===== config.mk =====
export PLATFORM = sky130hd
export DESIGN_NAME = div_seq_param
export DESIGN_NICKNAME = d
export VERILOG_FILES = /design/src/rtl/div_seq_param.sv
export SDC_FILE = /design/constraint.sdc
export NUM_CORES = 1
export LEC_CHECK = 0
export ABC_AREA = 1
export ABC_CLOCK_PERIOD_IN_PS = 2700
export CORE_UTILIZATION = 60
export CTS_BUF_LIST = sky130_fd_sc_hd__clkbuf_4 sky130_fd_sc_hd__clkbuf_8
export CTS_CLUSTER_SIZE = 8
export DETAILED_ROUTE_END_ITERATION = 16
export PLACE_DENSITY = 0.83
export SYNTH_ARGS = -nofsm -noshare
export SYNTH_HDL_FRONTEND = slang
export SYNTH_SLANG_ARGS = --single-unit

===== constraint.sdc =====
create_clock -name clk -period 2.7 [get_ports clk]
set_input_delay 0.27 -clock clk [delete_from_list [all_inputs] [get_ports clk]]
set_output_delay 0.27 -clock clk [all_outputs]
set_load 0.02 [all_outputs]

===== src/rtl/div_seq_param.sv =====
// div_seq_param: sequential restoring divider (signed/unsigned), quotient on lo, remainder on hi.
// One quotient bit per cycle; a FIX cycle applies result signs.
module div_seq_param #(
    parameter int WIDTH = 32
) (
    input  logic             clk,
    input  logic             reset,
    input  logic             start,
    input  logic             signed_op,
    input  logic [WIDTH-1:0] dividend,
    input  logic [WIDTH-1:0] divisor,
    output logic             busy,
    output logic             done,
    output logic             divzero,
    output logic [WIDTH-1:0] hi,
    output logic [WIDTH-1:0] lo
);
    localparam int CW = $clog2(WIDTH + 1);
    typedef enum logic [1:0] {IDLE, RUN, FIX} state_t;
    state_t           r_state, w_state_nxt;
    logic [WIDTH-1:0] r_acc, r_q, r_dvs, r_hi, r_lo;
    logic [CW-1:0]    r_cnt;
    logic             r_sd, r_sv, r_done, r_dz;
    logic             w_sd, w_sv, w_zero;
    logic [WIDTH:0]   w_shift, w_trial;

    assign w_sd    = signed_op & dividend[WIDTH-1];
    assign w_sv    = signed_op & divisor[WIDTH-1];
    assign w_zero  = divisor == '0;
    assign w_shift = {r_acc, r_q[WIDTH-1]};
    assign w_trial = w_shift - {1'b0, r_dvs};

    assign busy    = r_state != IDLE;
    assign done    = r_done;
    assign divzero = r_dz;
    assign hi      = r_hi;
    assign lo      = r_lo;

    always_ff @(posedge clk or negedge reset) begin
        if (!reset) r_state <= IDLE;
        else        r_state <= w_state_nxt;
    end

    always_comb begin
        w_state_nxt = r_state;
        case (r_state)
            IDLE:    w_state_nxt = (start && !w_zero) ? RUN : IDLE;
            RUN:     w_state_nxt = (r_cnt == CW'(1)) ? FIX : RUN;
            FIX:     w_state_nxt = IDLE;
            default: w_state_nxt = IDLE;
        endcase
    end

    always_ff @(posedge clk or negedge reset) begin
        if (!reset) begin
            r_acc  <= '0;
            r_q    <= '0;
            r_dvs  <= '0;
            r_hi   <= '0;
            r_lo   <= '0;
            r_cnt  <= '0;
            r_sd   <= 1'b0;
            r_sv   <= 1'b0;
            r_done <= 1'b0;
            r_dz   <= 1'b0;
        end else begin
            r_done <= 1'b0;
            case (r_state)
                IDLE: if (start) begin
                    if (w_zero) begin
                        r_dz   <= 1'b1;
                        r_done <= 1'b1;
                    end else begin
                        r_dz  <= 1'b0;
                        r_sd  <= w_sd;
                        r_sv  <= w_sv;
                        r_q   <= w_sd ? -dividend : dividend;
                        r_dvs <= w_sv ? -divisor : divisor;
                        r_acc <= '0;
                        r_cnt <= CW'(WIDTH);
                    end
                end
                // a negative trial means restore: the shifted value already fits in WIDTH bits
                RUN: begin
                    r_acc <= w_trial[WIDTH] ? w_shift[WIDTH-1:0] : w_trial[WIDTH-1:0];
                    r_q   <= {r_q[WIDTH-2:0], ~w_trial[WIDTH]};
                    r_cnt <= r_cnt - 1'b1;
                end
                FIX: begin
                    r_lo   <= (r_sd ^ r_sv) ? -r_q : r_q;
                    r_hi   <= r_sd ? -r_acc : r_acc;
                    r_done <= 1'b1;
                end
                default: ;
            endcase
        end
    end
endmodule


==> run_results.csv, run 1 <==
group,metric,value,unit
timing,maxSlewViolCount,0,
floorplan,start_util,0.612,
floorplan,die_area,22900,um2
timing,fin_setup_tns,0,ns
drt,ant_nets,0,
setup_path,cp-endpoint,"r_acc[29]$_DFFE_PN0P_",
finish,syn_to_final_growth,15.9,%
timing,hold_violations,0,
timing,finalSetupViolations,0,
drt,wl_per_cell,15.6,um
setup_path,crit_fanout,19,
global_route,grt_pass1_wl,61900,um
finish,antenna_cells,0,
setup_path,r2r_cells,17,
setup_path,arrival,2.88,ns
timing,skew,0.0226,ns
floorplan,core_area,21900,um2
floorplan,std_cell_rows,54,
finish,drive_above_1_share,0.0726,
drt,via_per_inst,5.49,
setup_path,critical-path-slowest-cell,"fa_1",
setup_path,cp-end-kind,"flop",
placement,dpl_cell_area,15100,um2
timing,fin_crit,2.52,ns
setup_path,crit_type,"flop to flop",
floorplan,fp.dieH,151,um
pwr,p_leak,0.00788,uW
clock_network,cts_inserted_buffers,17,
global_route,grt_usage,0.350,
placement,io_buffers,134,
timing,timing.final.crit_share,0.933,
timing,maxSlewHeadroom,0.494,
clock_network,clock-root-buffer,"clkbuf_8",
finish,instances_no_fill,2457,
yosys,syn_inst,2038,
setup_path,setup.worst_path.start_class,"flop",
setup_path,r2r_end,"r_acc[29]$_DFFE_PN0P_",
clock_network,cts_setup_buffers,0,
timing,clock.fmax,397,MHz
setup_path,worstReg2RegStart,"r_q[31]$_DFFE_PN0P_",
setup_path,required,3.06,ns
drt,drc,0,
pwr,pwr_density_cell,1310,nW/um2
finish,multi_input_area,7710,um2
setup_path,crit_family,"simple AND/OR/NAND/NOR gates",
timing,rsz0062_at_grt,"false",
placement,post-place-ws,0.165,ns
drt,drt-initial-drc-count,1211,
global_route,grt_pass1_vias,12200,
yosys,ys_seq_area_frac,0.321,
clock_network,clock_latency,0.48,ns
setup_path,critPathBufInv,2,
yosys,synth.ff_latch_count,172,
global_route,grt-ovfl-total,0,
yosys,yosysWarnings,0,
setup_path,crit_cells,17,
finish,fill_cells,1851,
floorplan,pin_count,135,
timing,worst_slack,0.181,ns
setup_path,max_stage_delay,0.40,ns
pwr,peakVddDrop,611,uV
setup_path,startpoint,"r_q[31]$_DFFE_PN0P_",
clock_network,cts_buffer_depth,2,
placement,dp_hpwl,30700,um
clock_network,path_clk_slew,0.12,ns
flow_run,timing.max_cap.violations,0,
timing,holdWs,0.280,ns
drt,first_pass_iters,7,
setup_path,crit_chain,"inv_1 -> ha_1 -> fa_1 -> inv_1 -> nand2_1 -> nand2_1 -> nand3_1 -> nand2_4 -> nand2_2 -> nand2_4 -> nand2_4 -> nand2_4 -> nand2_8 -> nand2_4 -> nand2_2 -> nand2_1 -> nand2_1",
yosys,synth_area,13400,um2
timing,tightestPinTransition,0.758,ns
global_route,antenna_found_initial,0,
yosys,synthDistinctLibCells,51,
floorplan,die_x,151,um
finish,fin_area,15500,um2
drt,wirelength,38400,um
clock_network,cts.sinks,172,
setup_path,rrSetupSlack,0.18,ns
finish,regArea,4300,um2
clock_network,cts_max_level,4,
drt,vias,13500,
yosys,syn_nets,2145,
finish,fin_nets,2273,
global_route,grt_start_max_net_pins,69,
setup_path,crit_top_cell,"nand2_4",
placement,dp.cells,2425,
worst_hold_path,hold_class,"primary input to async pin",
clock_network,cts_tree,"built",
yosys,synth_area_per_cell,6.58,um2
placement,place_congestion,0.992,
outcome,status,"finished clean",
## through the flow
step,util,power (uW)
floorplan,-,14600
global placement,0.688,17600
detailed placement,0.688,17900
CTS,0.708,20000
global route,0.710,22200
finish,0.710,20400
## report_power, final
group	total [uW]	switching (uW)	leakage [uW]	internal (uW)
Sequential	4670	1090	0.00221	3580
Clock	2090	1060	0.000219	1030
Combinational	13600	8780	0.00545	4830
## registers in the layout, summed over array words and instances, names as in the netlist, 2 cells and up
| register | flops |
|---|---|
| hi | 32 |
| lo | 32 |
| r_acc | 32 |
| r_cnt | 6 |
| r_dvs | 32 |
| r_q | 32 |
| r_state | 2 |
## per-layer routing
layer  track usage  wire length [um]  up-vias  part of all wire
met2         0.511             16200      563              0.42
met1         0.526             18200     6142              0.47
li1              -                 -     6727                 -
met5             0                 0        -                 0
met3        0.0587              3160       66             0.082
met4         0.100               844        0             0.022
## placed cells by master, fill, tap and decap left out, types with 7 or more instances in the layout
cell / n
a21oi_1: 30
clkdlybuf4s50_1: 133
nand4_1: 28
o31ai_1: 8
nor3_1: 24
nand3_2: 12
clkbuf_8: 17
o21ai_0: 111
inv_1: 275
nand2_1: 656
dfrtp_1: 172
nand3_1: 195
xnor2_1: 17
nor2_1: 186
xor2_1: 62
inv_2: 7
ha_1: 38
o211ai_1: 20
buf_4: 25
nand2_2: 43
nand3b_1: 19
## what timing repair did
action	in CTS	in global routing
hold buffers	1	0
hold endpoints to repair	46	0
gates resized for setup	0	2
setup endpoints to repair	0	17
## worst min path at each step
stage                            to  cells after the start
2_1_floorplan   divzero$_DFFE_PN0P_                      0
3_3_place_gp     hi[13]$_DFFE_PN0P_                      1
3_5_place_dp     hi[13]$_DFFE_PN0P_                      1
4_1_cts        r_acc[7]$_DFFE_PN0P_                      2
5_1_grt        r_acc[7]$_DFFE_PN0P_                      2
6_report       r_acc[7]$_DFFE_PN0P_                      2
## kinds of logic after synthesis
kind of cell	after synthesis	synth area share
flip-flops	172	0.321
adder cells (fa/ha/maj)	39	0.0370
XOR/XNOR	79	0.0516
AO/OA/AOI/OAI	201	0.0862
buffers and inverters	343	0.107
AND/OR/NAND/NOR	1204	0.398
## synthesized netlist by cell type, drive strengths merged
master  count  area (um2)
xor2       62         543
clkinv      3        11.3
ha         38         475
buf        25         224
nor3       26         146
a21oi      33         184
o211ai     20         150
o221ai      6        52.6
inv       282        1060
nand3b     19         143
o21a        1        7.51
nor2      197         789
nand4      28         175
nand3     209        1130
nand2     707        2840
a22oi       5        37.5
or2         9        56.3
fa          1        20.0
and2        2        12.5
xnor2      17         149
nor4        6        37.5
a21o        1        7.51
dfrtp     172        4300
o21ai     118         594
o21bai      5        37.5
o31ai       8        60.1
clkbuf     33         135
a31oi       4        25.0
and3        1        6.26
## layout make-up
| cell class | count | share of cell area |
|---|---|---|
| clock buffers | 17 | 0.0151 |
| clock inverters | 13 | 0.0134 |
| inverters | 285 | 0.0689 |
| multi-input cells | 1524 | 0.496 |
| flip-flops and latches | 172 | 0.277 |
| well taps | 280 | 0.0226 |
| repair buffers | 166 | 0.107 |
No activity file was read; power rests on OpenSTA's default activity.
==> run 2: changes to the inputs <==
--- a/config.mk
+++ b/config.mk
@@ -12,6 +12,7 @@
 export CTS_CLUSTER_SIZE = 8
 export DETAILED_ROUTE_END_ITERATION = 16
 export PLACE_DENSITY = 0.83
+export SETUP_SLACK_MARGIN = 0.02
 export SYNTH_ARGS = -nofsm -noshare
 export SYNTH_HDL_FRONTEND = slang
 export SYNTH_SLANG_ARGS = --single-unit
==> run_results.csv, run 2 (synthesis results as in run 1) <==
group,metric,value,unit
placement,dp_hpwl,30700,um
pwr,pwr_density_cell,1310,nW/um2
drt,vias,13500,
outcome,status,"finished clean",
finish,antenna_cells,0,
setup_path,arrival,2.87,ns
timing,clock.fmax,398,MHz
clock_network,cts_buffer_depth,2,
finish,fin_nets,2273,
clock_network,cts_tree,"built",
finish,layout_common_cells,"nand2_1 (656), inv_1 (275), nand3_1 (195)",
clock_network,path_clk_slew,0.12,ns
clock_network,cts_setup_buffers,0,
setup_path,required,3.06,ns
timing,finalSetupViolations,0,
global_route,grt_pass1_wl,61900,um
placement,place_congestion,0.992,
finish,instances_no_fill,2457,
setup_path,crit_fanout,14,
drt,first_pass_iters,5,
global_route,grt_start_max_net_pins,69,
floorplan,start_util,0.612,
setup_path,crit_type,"flop to flop",
drt,via_per_inst,5.51,
clock_network,clock_latency,0.48,ns
global_route,grt_pass1_vias,12200,
placement,io_buffers,134,
setup_path,setup.worst_path.start_class,"flop",
clock_network,cts_inserted_buffers,17,
finish,drive_above_1_share,0.0726,
timing,maxSlewHeadroom,0.479,
clock_network,clock-root-buffer,"clkbuf_8",
global_route,antenna_found_initial,0,
timing,maxSlewViolCount,0,
global_route,grt-ovfl-total,0,
timing,hold_violations,0,
drt,wl_per_cell,15.7,um
global_route,grt_usage,0.350,
timing,fin_crit,2.51,ns
timing,rsz0062_at_grt,"true",
finish,fin_area,15500,um2
timing,skew,0.0229,ns
setup_path,cp-end-kind,"flop",
clock_network,cts_max_level,4,
worst_hold_path,hold_class,"primary input to async pin",
finish,utilization,0.710,
placement,dpl_cell_area,15100,um2
pwr,p_leak,0.00788,uW
drt,ant_nets,0,
floorplan,die_area,22900,um2
timing,fin_setup_tns,0,ns
flow_run,timing.max_cap.violations,0,
timing,tightestPinTransition,0.781,ns
drt,wirelength,38500,um
finish,final_common_cell,"nand2_1",
finish,syn_to_final_growth,15.9,%
floorplan,fp.dieH,151,um
clock_network,cts.sinks,172,
floorplan,pin_count,135,
floorplan,core_area,21900,um2
floorplan,die_x,151,um
timing,timing.final.crit_share,0.931,
pwr,peakVddDrop,636,uV
floorplan,std_cell_rows,54,
placement,dp.cells,2425,
drt,drt-initial-drc-count,1262,
drt,drc,0,
run 2: cell counts in the layout (fill, tap and decap cells not counted):
Identical to the previous run, type by type.
run 2: final timing paths:
check                                        endpoint           startpoint  slack (ns)  cells past startpoint
worst max register to register   r_acc[5]$_DFFE_PN0P_  r_q[31]$_DFFE_PN0P_        0.19                     17
worst min-delay path             r_acc[7]$_DFFE_PN0P_                reset        0.28                      2
min in group clk                r_dvs[31]$_DFFE_PN0P_          divisor[31]        0.45                      3
worst min register to register     hi[11]$_DFFE_PN0P_   hi[11]$_DFFE_PN0P_        0.49                      2
max in group asynchronous            r_sd$_DFFE_PN0P_                reset        1.67                      3
worst max-delay path             r_acc[5]$_DFFE_PN0P_  r_q[31]$_DFFE_PN0P_        0.19                     17
run 2: cell type report:
type | count | area, um2
Clock buffer | 17 | 234
Tap cell | 280 | 350
Fill cell | 1848 | 6350
Inverter | 285 | 1070
Multi-Input combinational cell | 1524 | 7720
Clock inverter | 13 | 208
Timing Repair Buffer | 166 | 1660
Sequential cell | 172 | 4300
run 2: through the flow:
stage | hold slack [ns] | worst slack, ns | power, uW
after floorplan | -0.0256 | 0.458 | 14600
after global placement | 0.225 | 0.246 | 17600
after detailed placement | 0.228 | 0.165 | 17900
after CTS | 0.278 | 0.146 | 20000
after global routing | 0.320 | 0.00929 | 22300
final | 0.282 | 0.187 | 20400
run 2: worst max-delay path, cell delays in order, from the launching register on:
cell and delay, ns:
dfrtp_1 0.38, inv_1 0.10, ha_1 0.23, fa_1 0.40, inv_1 0.12, nand2_1 0.06, nand2_1 0.07, nand3_1 0.11
nand2_4 0.10, nand2_2 0.07, nand2_4 0.07, nand2_4 0.08, nand2_4 0.11, nand2_4 0.14, nand2_8 0.17, nand2_1 0.07
nand3_1 0.06, nand2_1 0.06
run 2: power breakdown:
part           internal [uW]  total [uW]  switching (uW)
Combinational           4840       13700            8810
Sequential              3580        4670            1080
Clock                   1030        2090            1060
run 2: timing repair:
item,in CTS,in global routing
endpoints found under the setup margin,0,27
endpoints found under the hold margin,46,0
gates resized for setup,0,3
hold buffers,1,0
run 2: metal layers:
metal | track usage | routed length (um) | up-vias
met5 | 0 | 0 | -
met1 | 0.526 | 18100 | 6170
met2 | 0.511 | 16400 | 583
met4 | 0.100 | 785 | 0
li1 | - | - | 6730
met3 | 0.0587 | 3270 | 52
